==> src/rtl/sfp_pkg.sv <==
// rtl/sfp_pkg.sv - shared states and defaults for the SFP EEPROM reader
package sfp_pkg;

  localparam int         CLK_DIV_DEFAULT  = 250;
  localparam logic [6:0] DEV_ADDR_DEFAULT = 7'h50;

  typedef enum logic [3:0] {
    ST_IDLE,
    ST_START,
    ST_WR_DEV,
    ST_WR_ADDR,
    ST_RESTART,
    ST_WR_DEVR,
    ST_RD_BYTE,
    ST_MNACK,
    ST_STOP
  } state_t;

  function automatic logic is_write_state(input state_t s);
    return (s == ST_WR_DEV) || (s == ST_WR_ADDR) || (s == ST_WR_DEVR);
  endfunction

endpackage

==> src/rtl/i2c_tick_gen.sv <==
// rtl/i2c_tick_gen.sv - quarter-bit tick generator, held at zero while disabled
module i2c_tick_gen
  import sfp_pkg::*;
#(
  parameter int CLK_DIV = CLK_DIV_DEFAULT
) (
  input  logic clk,
  input  logic rst,
  input  logic en,
  output logic tick
);

  localparam int CW = (CLK_DIV > 1) ? $clog2(CLK_DIV) : 1;

  logic [CW-1:0] cnt_q, cnt_d;
  logic          wrap;

  assign wrap = (cnt_q == CW'(CLK_DIV - 1));
  assign tick = en && wrap;

  always_comb begin
    cnt_d = cnt_q;
    if (!en || wrap) begin
      cnt_d = '0;
    end else begin
      cnt_d = cnt_q + CW'(1);
    end
  end

  always_ff @(posedge clk) begin
    if (rst) begin
      cnt_q <= '0;
    end else begin
      cnt_q <= cnt_d;
    end
  end

endmodule

==> src/rtl/sfp_eeprom_reader.sv <==
// rtl/sfp_eeprom_reader.sv - I2C random-read master for one SFP ID EEPROM byte
module sfp_eeprom_reader
  import sfp_pkg::*;
#(
  parameter int         CLK_DIV  = CLK_DIV_DEFAULT,
  parameter logic [6:0] DEV_ADDR = DEV_ADDR_DEFAULT
) (
  input  logic       clk,
  input  logic       rst,
  input  logic       start,
  input  logic [7:0] addr,
  output logic       busy,
  output logic       done,
  output logic [7:0] data,
  output logic       ack_err,
  input  logic       sda_in,
  output logic       sda_oe,
  output logic       scl
);

  state_t     state_q, state_d;
  logic [1:0] qtr_q, qtr_d;
  logic [3:0] bit_q, bit_d;
  logic [7:0] tx_q, tx_d, rx_q, rx_d, addr_q, addr_d, data_q, data_d;
  logic       busy_q, busy_d, ack_err_q, ack_err_d;
  logic       tick, accept, done_w;

  i2c_tick_gen #(.CLK_DIV(CLK_DIV)) u_tick (
    .clk  (clk),
    .rst  (rst),
    .en   (busy_q),
    .tick (tick)
  );

  assign accept  = start && !busy_q;
  assign done_w  = busy_q && tick && (qtr_q == 2'd3) && (state_q == ST_STOP);
  assign done    = done_w;
  assign busy    = busy_q && !done_w;
  assign ack_err = ack_err_q;
  // Present the fresh byte already in the done cycle, not one cycle later.
  assign data    = (done_w && !ack_err_q) ? rx_q : data_q;

  always_comb begin
    state_d   = state_q;
    qtr_d     = qtr_q;
    bit_d     = bit_q;
    tx_d      = tx_q;
    rx_d      = rx_q;
    addr_d    = addr_q;
    data_d    = data_q;
    busy_d    = busy_q;
    ack_err_d = ack_err_q;
    if (accept) begin
      state_d   = ST_START;
      qtr_d     = 2'd0;
      bit_d     = 4'd0;
      addr_d    = addr;
      busy_d    = 1'b1;
      ack_err_d = 1'b0;
    end else if (busy_q && tick) begin
      qtr_d = qtr_q + 2'd1;
      if (qtr_q == 2'd2) begin
        if (is_write_state(state_q) && bit_q == 4'd8 && sda_in) ack_err_d = 1'b1;
        if (state_q == ST_RD_BYTE) rx_d = {rx_q[6:0], sda_in};
      end
      if (qtr_q == 2'd3) begin
        case (state_q)
          ST_START: begin
            state_d = ST_WR_DEV;
            bit_d   = 4'd0;
            tx_d    = {DEV_ADDR, 1'b0};
          end
          ST_WR_DEV, ST_WR_ADDR, ST_WR_DEVR: begin
            if (bit_q != 4'd8) begin
              bit_d = bit_q + 4'd1;
              tx_d  = {tx_q[6:0], 1'b0};
            end else if (ack_err_q) begin
              state_d = ST_STOP;
            end else begin
              bit_d = 4'd0;
              case (state_q)
                ST_WR_DEV: begin
                  state_d = ST_WR_ADDR;
                  tx_d    = addr_q;
                end
                ST_WR_ADDR: state_d = ST_RESTART;
                default:    state_d = ST_RD_BYTE;
              endcase
            end
          end
          ST_RESTART: begin
            state_d = ST_WR_DEVR;
            bit_d   = 4'd0;
            tx_d    = {DEV_ADDR, 1'b1};
          end
          ST_RD_BYTE: begin
            if (bit_q == 4'd7) state_d = ST_MNACK;
            else               bit_d   = bit_q + 4'd1;
          end
          ST_MNACK: state_d = ST_STOP;
          ST_STOP: begin
            state_d = ST_IDLE;
            busy_d  = 1'b0;
            if (!ack_err_q) data_d = rx_q;
          end
          default: state_d = ST_IDLE;
        endcase
      end
    end
  end

  // SCL stays high through START; RESTART raises it at q1 so SDA can fall at q2 under a high SCL.
  always_comb begin
    scl    = 1'b1;
    sda_oe = 1'b0;
    case (state_q)
      ST_START:   sda_oe = qtr_q[1];
      ST_RESTART: begin
        scl    = (qtr_q != 2'd0);
        sda_oe = qtr_q[1];
      end
      ST_WR_DEV, ST_WR_ADDR, ST_WR_DEVR: begin
        scl    = qtr_q[1];
        sda_oe = (bit_q != 4'd8) && !tx_q[7];
      end
      ST_RD_BYTE, ST_MNACK: scl = qtr_q[1];
      ST_STOP: begin
        scl    = qtr_q[1];
        sda_oe = (qtr_q != 2'd3);
      end
      default: begin
        scl    = 1'b1;
        sda_oe = 1'b0;
      end
    endcase
  end

  always_ff @(posedge clk) begin
    if (rst) begin
      state_q   <= ST_IDLE;
      qtr_q     <= 2'd0;
      bit_q     <= 4'd0;
      tx_q      <= 8'h00;
      rx_q      <= 8'h00;
      addr_q    <= 8'h00;
      data_q    <= 8'h00;
      busy_q    <= 1'b0;
      ack_err_q <= 1'b0;
    end else begin
      state_q   <= state_d;
      qtr_q     <= qtr_d;
      bit_q     <= bit_d;
      tx_q      <= tx_d;
      rx_q      <= rx_d;
      addr_q    <= addr_d;
      data_q    <= data_d;
      busy_q    <= busy_d;
      ack_err_q <= ack_err_d;
    end
  end

endmodule

==> config.mk <==
export PLATFORM = sky130hd
export DESIGN_NAME = sfp_eeprom_reader
export DESIGN_NICKNAME = d
export VERILOG_FILES = /design/src/rtl/sfp_pkg.sv /design/src/rtl/i2c_tick_gen.sv /design/src/rtl/sfp_eeprom_reader.sv
export SDC_FILE = /design/constraint.sdc
export NUM_CORES = 1
export LEC_CHECK = 0
export ABC_AREA = 1
export BUFFER_PORTS_ARGS = -buffer_cell sky130_fd_sc_hd__buf_2
export CORE_MARGIN = 4
export CORE_UTILIZATION = 33
export CTS_CLUSTER_SIZE = 40
export DETAILED_ROUTE_END_ITERATION = 8
export GPL_TIMING_DRIVEN = 0
export PLACE_DENSITY = 0.47
export SYNTH_ARGS = -nofsm -noshare
export SYNTH_HDL_FRONTEND = slang
export SYNTH_SLANG_ARGS = --single-unit
==> constraint.sdc <==
create_clock -name clk -period 4 [get_ports clk]
set_input_delay 0.8 -clock clk [delete_from_list [all_inputs] [get_ports clk]]
set_output_delay 0.8 -clock clk [all_outputs]
set_load 0.02 [all_outputs]
==> results of run 1 <==
[per-layer routing]
layer	global-route usage [%]	wire length [µm]	share of wire [%]
met1	18.82	3293	52
met2	20.88	2796	44
met3	3.058	191	3.0
met4	3.782	74	1.2
met5	0	0	0
[worst paths after layout]
path                                 startpoint   endpoint  slack, ns  cells past startpoint
worst max-delay path            u_tick.cnt_q[0]    data[2]       1.18                     10
worst min-delay path                  addr_q[6]  addr_q[6]       0.45                      2
worst max register to register         bit_q[0]    tx_q[6]       2.29                      9
worst min register to register        addr_q[6]  addr_q[6]       0.45                      2
[worst reg2reg max path: stages, from the launching register on]
cell and delay [ns]:
sky130_fd_sc_hd__dfxtp_1 0.36, sky130_fd_sc_hd__inv_1 0.09, sky130_fd_sc_hd__ha_1 0.19, sky130_fd_sc_hd__nand3_2 0.25
sky130_fd_sc_hd__inv_2 0.22, sky130_fd_sc_hd__nand3_2 0.15, sky130_fd_sc_hd__nand3_4 0.15, sky130_fd_sc_hd__inv_4 0.07
sky130_fd_sc_hd__nor2_1 0.11, sky130_fd_sc_hd__nor2_2 0.04
[cells in the final DEF (no fill, tap or decap), drive strengths merged, types with 7 or more instances in the layout]
master and n:
nand2 94, nor2 75, dfxtp 52, inv 39, a21oi 32, o21ai 30
buf 26, nand3 26, clkbuf 10, ha 7
[flip-flops by register name (all words and copies together) (netlist names)]
signal / count
data_q: 8
rx_q: 8
busy_q: 1
u_tick.cnt_q: 8
qtr_q: 2
state_q: 4
ack_err: 1
tx_q: 8
addr_q: 8
bit_q: 4
[cell families after synthesis]
group                    share of synthesized area (%)
adder cells (fa/ha/maj)                          3.139
XOR/XNOR                                         1.256
flip-flops                                       37.31
buffers and inverters                            6.637
AO/OA/AOI/OAI                                    13.99
AND/OR/NAND/NOR                                  37.67
[final cells by class]
class | count | area share (%)
tap | 105 | 4.147
inverter | 40 | 4.976
sequential | 52 | 32.86
buffer | 5 | 0.8689
timing repair buffer | 24 | 3.791
clock inverter | 1 | 0.9479
multi-input combinational | 282 | 49.37
clock buffer | 7 | 3.041
[Yosys cell counts (11+ instances only)]
cell type	count
sky130_fd_sc_hd__nand2_1	78
sky130_fd_sc_hd__nor2_1	56
sky130_fd_sc_hd__dfxtp_1	52
sky130_fd_sc_hd__inv_1	27
sky130_fd_sc_hd__a21oi_1	21
sky130_fd_sc_hd__o21ai_0	18
sky130_fd_sc_hd__nand3_1	16
sky130_fd_sc_hd__nand2_2	14
sky130_fd_sc_hd__nor2_2	13
sky130_fd_sc_hd__o21ai_1	12
sky130_fd_sc_hd__a21oi_2	11
sky130_fd_sc_hd__inv_2	11
[metrics by stage]
stage | area [µm²] | setup slack [ns]
after global routing | 3168 | 0.9466
after detailed placement | 3042 | 1.476
after CTS | 3168 | 1.122
after global placement | 3042 | 1.482
after floorplan | 2790 | 1.770
final | 3168 | 1.180
[power breakdown]
group	total [mW]	internal [mW]	leakage, nW	switching, mW
Clock	0.399	0.221	0.0645	0.178
Sequential	0.533	0.526	0.421	0.00689
Combinational	0.0516	0.0170	0.906	0.0346
==> impl_table.tex, run 1 <==
\begin{tabular}{lr}
\hline
Metric & Value \\
\hline
\multicolumn{2}{l}{\textbf{Run status}} \\
Result of the run & finished clean \\
\multicolumn{2}{l}{\textbf{Synth}} \\
Most instantiated flip-flop cell in the synthesis netlist & sky130\_fd\_sc\_hd\_\_dfxtp\_1 \\
Synthesized netlist net count & 398 \\
Post-Syn Area & 2790 µm² \\
Share of async-settable or async-resettable flops after synthesis & 0\% \\
Number of distinct library cell variants in the gate-level netlist after synthesis & 34 \\
Count of synthesis-stage warnings from yosys & 0 \\
Number of flops mapped to enable cells by yosys & 0 \\
Library cell occupying the most area in the post-synthesis netlist & sky130\_fd\_sc\_hd\_\_dfxtp\_1 \\
Synth Instances & 379 \\
Sequential element share of the synthesized area & 37.31\% \\
Number of register bits inferred by synthesis & 52 \\
Cell types occupying the most area after synthesis & sky130\_fd\_sc\_hd\_\_dfxtp\_1 (37\%), sky130\_fd\_sc\_hd\_\_nand2\_1 (10\%), sky130\_fd\_sc\_hd\_\_nor2\_1 (7.5\%), sky130\_fd\_sc\_hd\_\_a21oi\_1 (3.8\%), sky130\_fd\_sc\_hd\_\_inv\_1 (3.6\%) \\
Post-synthesis area per instance & 7.362 µm² \\
Area share of the largest cell type after synthesis & 37.31\% \\
\multicolumn{2}{l}{\textbf{Timing}} \\
Pin slew with the least headroom to its limit & 0.8096 ns \\
Final worst path period share & 70.50\% \\
Hold slack final & 0.4523 ns \\
Pins over their slew limit & 0 \\
Slew HR & 46.02\% \\
Setup Skew & 0.006297 ns \\
Setup-violating endpoint count in the final report & 0 \\
Unrepaired setup endpoints after global routing & no \\
Accumulated negative setup slack & 0 ns \\
Final Hold Fails & 0 \\
Max Clk Rate & 354.6 MHz \\
Time the final worst path needs with I/O delays and setup & 2.820 ns \\
\multicolumn{2}{l}{\textbf{Pwr}} \\
Leak & 1.392 nW \\
Overall power after layout & 0.9840 mW \\
Pwr dens & 310.6 nW/µm² \\
Largest vdd supply drop & 0.1600 mV \\
\multicolumn{2}{l}{\textbf{Clocking}} \\
Clock insertion delay at the later pin of the skew report & 0.31 ns \\
Clk Tree Root Cell & sky130\_fd\_sc\_hd\_\_clkbuf\_8 \\
PostCTS Resize Cnt & 0 \\
Clock-pin slew on the worst setup and hold paths & 0.09 ns \\
CTS tree & yes \\
Number of buffers added to fix hold violations after cts & 0 \\
TritonCTS buffer count & 5 \\
H-tree Lvls & 2 \\
Clock sink count & 52 \\
Buffer count from post-CTS setup fixing & 0 \\
Buffers from clock root to sink, at most & 2 \\
\multicolumn{2}{l}{\textbf{Floorplan}} \\
Num ports & 25 \\
Die height & 99.95 µm \\
Die span in x & 99.95 µm \\
Initial Util & 33.96\% \\
Die outline area & 9990 µm² \\
Number of placement rows & 33 \\
Std-Cell Core Area & 8217 µm² \\
\multicolumn{2}{l}{\textbf{Finish}} \\
Final antenna diode count & 0 \\
Area of the multi-input gates & 1564 µm² \\
Share of the core filled with cells & 38.56\% \\
Sequential cell area & 1041 µm² \\
Number of non-filler instances in the completed layout & 516 \\
Nets & 429 \\
Fillers & 890 \\
Fraction of final layout cells with drive strength greater than 1 & 25.30\% \\
Relative area change from synthesis to final layout & 13.54\% \\
\multicolumn{2}{l}{\textbf{Global routing}} \\
Number of global-route vias before repair & 2237 \\
Pin count of the biggest net entering global routing & 16 \\
Number of antenna violations at the first check in global routing & 0 \\
Global route total overflow & 0 \\
Overall Global Routing Usage & 13.49\% \\
Wire length of the first global-routing pass & 10850 µm \\
\multicolumn{2}{l}{\textbf{Placed design}} \\
Buffers on Ports & 24 \\
Estimated wirelength of the detail-placed design & 4862 µm \\
Final RePlAce weighted congestion & 0.8249 \\
Cell Count Post-Placement & 508 \\
\multicolumn{2}{l}{\textbf{Setup path}} \\
Setup CP Type & reg2out \\
Type of element capturing the critical path & primary output \\
Data arrival time of the critical path & 2.02 ns \\
Data required, critical path & 3.20 ns \\
Most used cell along the critical path & sky130\_fd\_sc\_hd\_\_nand2\_1 \\
Cell chain of the critical path & ha\_1 -> nand2\_1 -> nor2\_1 -> nand3\_2 -> nor2\_4 -> nand3\_4 -> clkinv\_4 -> nand2\_2 -> nand2\_1 -> buf\_2 \\
Critical-path cell with the highest stage delay & sky130\_fd\_sc\_hd\_\_dfxtp\_1 \\
Worst setup SP type & register \\
CP peak stage delay & 0.39 ns \\
Critical path fanouts, max & 9 \\
Sum of buffers and inverters on the critical path & 2 \\
Gate family responsible for the most delay along the worst path & simple AND/OR/NAND/NOR gates \\
\multicolumn{2}{l}{\textbf{Drt}} \\
Drt wl/cell & 12.32 µm \\
Count of antenna-violating nets left after detailed routing & 0 \\
Iteration count of the initial detailed-routing pass & 4 \\
Detailed-route DRC error count & 0 \\
DRT Wirelength & 6355 µm \\
Count of vias placed by the detailed router & 2387 \\
Number of design-rule violations left by the first detailed-router iteration & 108 \\
Via density & 4.626 \\
\multicolumn{2}{l}{\textbf{Run}} \\
Number of maximum-capacitance violations & 0 \\
\multicolumn{2}{l}{\textbf{Hold path}} \\
Class of the tightest hold or removal check & reg2reg \\
\hline
\end{tabular}
No activity file was read; power rests on OpenSTA's default activity.
==> inputs of run 2 (changes only) <==
clock period = 2.75 ns   (was 4 ns; I/O delays follow)
==> impl_table.tex, run 2 (synthesis gave the netlist of run 1 again) <==
\begin{tabular}{lr}
\hline
Metric & Value \\
\hline
\multicolumn{2}{l}{\textbf{Clocking}} \\
TritonCTS buffer count & 5 (unchanged) \\
Clock sink count & 52 (unchanged) \\
H-tree Lvls & 2 (unchanged) \\
CTS tree & yes \\
Clock insertion delay at the later pin of the skew report & 0.31 ns (about the same) \\
Clk Tree Root Cell & sky130\_fd\_sc\_hd\_\_clkbuf\_8 \\
Buffers from clock root to sink, at most & 2 (unchanged) \\
Clock-pin slew on the worst setup and hold paths & 0.09 ns (about the same) \\
\multicolumn{2}{l}{\textbf{Drt}} \\
Detailed-route DRC error count & 0 (unchanged) \\
Amount of wire on met3 after detailed routing & 247 µm (+29\%) \\
Top layer in use & met4 \\
Count of vias placed by the detailed router & 2429 (+1.8\%) \\
Number of design-rule violations left by the first detailed-router iteration & 104 (-3.7\%) \\
Total length of routed met2 wires & 2925 µm (+4.6\%) \\
Via density & 4.680 (+1.2\%) \\
Iteration count of the initial detailed-routing pass & 4 (unchanged) \\
Count of antenna-violating nets left after detailed routing & 0 (unchanged) \\
Drt wl/cell & 12.66 µm (+2.8\%) \\
Routed metal-1 wirelength & 3325 µm (+0.97\%) \\
DRT Wirelength & 6572 µm (+3.4\%) \\
\multicolumn{2}{l}{\textbf{Run status}} \\
Result of the run & finished clean \\
\multicolumn{2}{l}{\textbf{Finish}} \\
Nets & 432 (+0.70\%) \\
Relative area change from synthesis to final layout & 14.66\% \\
Number of non-filler instances in the completed layout & 519 (+0.58\%) \\
Final antenna diode count & 0 (unchanged) \\
Fraction of final layout cells with drive strength greater than 1 & 26.33\% (+1.0 points) \\
Post-route cell area & 3199 µm² (+0.99\%) \\
Most common cell after layout, fill and taps aside & sky130\_fd\_sc\_hd\_\_nand2\_1 \\
Most frequent cells in the layout & sky130\_fd\_sc\_hd\_\_nand2\_1 (78), sky130\_fd\_sc\_hd\_\_nor2\_1 (55), sky130\_fd\_sc\_hd\_\_dfxtp\_1 (51), sky130\_fd\_sc\_hd\_\_inv\_1 (27), sky130\_fd\_sc\_hd\_\_buf\_2 (25) \\
\multicolumn{2}{l}{\textbf{Setup path}} \\
Gate family responsible for the most delay along the worst path & simple AND/OR/NAND/NOR gates \\
Type of element capturing the critical path & primary output \\
Setup CP Type & reg2out \\
Count of cell instances traversed by the critical path & 11 (+1) \\
Data required, critical path & 2.20 ns (-1.00 ns) \\
Cell chain of the critical path & inv\_1 -> ha\_1 -> nand2\_1 -> nor2\_2 -> nand3\_2 -> nor2\_4 -> nand3\_4 -> inv\_8 -> nand2\_2 -> nand2\_1 -> buf\_2 \\
Sum of buffers and inverters on the critical path & 3 (+1) \\
Worst setup SP type & register \\
Data arrival time of the critical path & 1.98 ns (-0.04 ns) \\
Critical path fanouts, max & 8 (-1) \\
Critical-path cell with the highest stage delay & sky130\_fd\_sc\_hd\_\_dfxtp\_1 \\
Most used cell along the critical path & sky130\_fd\_sc\_hd\_\_nand2\_1 \\
Worst r2r path cells & 9 (unchanged) \\
CP peak stage delay & 0.33 ns (-0.06 ns) \\
\multicolumn{2}{l}{\textbf{Pwr}} \\
Leak & 1.405 nW (+0.95\%) \\
Pwr dens & 448.9 nW/µm² (+45\%) \\
Largest vdd supply drop & 0.2344 mV (+46\%) \\
\multicolumn{2}{l}{\textbf{Timing}} \\
Setup-violating endpoint count in the final report & 0 (unchanged) \\
Pin slew with the least headroom to its limit & 0.7930 ns (-0.01667 ns) \\
Time the final worst path needs with I/O delays and setup & 2.531 ns \\
Final worst path period share & 92.03\% \\
Slew HR & 47.14\% (+1.1 points) \\
Final Hold Fails & 0 (unchanged) \\
Setup Skew & 0.006025 ns (-0.0002727 ns) \\
Pins over their slew limit & 0 (unchanged) \\
Unrepaired setup endpoints after global routing & no \\
Max Clk Rate & 395.1 MHz \\
Accumulated negative setup slack & 0 ns (unchanged) \\
\multicolumn{2}{l}{\textbf{Floorplan}} \\
Number of placement rows & 33 (unchanged) \\
Die span in x & 99.95 µm (unchanged) \\
Die height & 99.95 µm (unchanged) \\
Initial Util & 33.96\% (unchanged) \\
Std-Cell Core Area & 8217 µm² (unchanged) \\
Die outline area & 9990 µm² (unchanged) \\
Num ports & 25 (unchanged) \\
\multicolumn{2}{l}{\textbf{Global routing}} \\
Global route total overflow & 0 (unchanged) \\
Overall Global Routing Usage & 13.49\% (unchanged) \\
Number of global-route vias before repair & 2237 (unchanged) \\
Number of antenna violations at the first check in global routing & 0 (unchanged) \\
Wire length of the first global-routing pass & 10850 µm (unchanged) \\
Pin count of the biggest net entering global routing & 16 (unchanged) \\
\multicolumn{2}{l}{\textbf{Placed design}} \\
Placed standard-cell area & 3042 µm² (unchanged) \\
Cell Count Post-Placement & 508 (unchanged) \\
Buffers on Ports & 24 (unchanged) \\
Estimated wirelength of the detail-placed design & 4862 µm (unchanged) \\
Final RePlAce weighted congestion & 0.8249 (unchanged) \\
\multicolumn{2}{l}{\textbf{Hold path}} \\
Number of cells traversed by the worst hold path & 1 (-1) \\
Class of the tightest hold or removal check & reg2reg \\
\multicolumn{2}{l}{\textbf{Run}} \\
Number of maximum-capacitance violations & 0 (unchanged) \\
\hline
\end{tabular}
run 2: power breakdown:
part           switching, mW  internal [mW]  total [mW]
combinational         0.0507         0.0248      0.0754
sequential            0.0100          0.765       0.775
clock                  0.264          0.322       0.585
total                  0.324           1.11        1.44
run 2: through the flow:
stage	total power [mW]	setup WS [ns]	utilization (%)	hold slack, ns
6_report	1.436	0.2191	38.94	0.4381
5_1_grt	1.505	0.02210	38.94	0.4547
4_1_cts	1.457	0.1221	38.56	0.4517
3_5_place_dp	0.8689	0.4757	37.02	0.4434
3_3_place_gp	0.8689	0.4818	37.02	0.4414
2_1_floorplan	0.8406	0.7701	-	0.4241
run 2: final timing paths:
kind / start / end / slack [ns]
hold / removal: u_tick.cnt_q[0] / u_tick.cnt_q[0] / 0.44
setup reg to reg: bit_q[0] / tx_q[6] / 1.03
setup / recovery: u_tick.cnt_q[1] / data[2] / 0.22
hold reg to reg: u_tick.cnt_q[0] / u_tick.cnt_q[0] / 0.44
run 2: worst register-to-register path: stages, from the launching register on:
cell	delay (ns)
sky130_fd_sc_hd__dfxtp_1	0.36
sky130_fd_sc_hd__inv_1	0.09
sky130_fd_sc_hd__ha_1	0.19
sky130_fd_sc_hd__nand3_2	0.25
sky130_fd_sc_hd__inv_2	0.22
sky130_fd_sc_hd__nand3_2	0.15
sky130_fd_sc_hd__nand3_4	0.14
sky130_fd_sc_hd__inv_4	0.07
sky130_fd_sc_hd__nor2_1	0.11
sky130_fd_sc_hd__nor2_2	0.04
run 2: metal layers:
metal  GRT usage (%)  vias up
li1                -     1292
met1           18.82     1092
met3           3.058        6
met2           20.88       39
met4           3.782        0
met5               0        -
run 2: layout make-up:
type | instances | area (µm²)
Buffer | 5 | 27.53
Clock buffer | 7 | 96.34
Clock inverter | 1 | 30.03
Fill cell | 893 | 5017
Inverter | 40 | 160.2
Multi-Input combinational cell | 283 | 1577
Sequential cell | 52 | 1042
Tap cell | 105 | 131.4
Timing Repair Buffer | 26 | 135.1
run 2: timing repair:
item	in CTS	in global routing
gates resized for setup	0	3
setup buffers	0	2
setup endpoints to repair	0	8
hold buffers	0	0
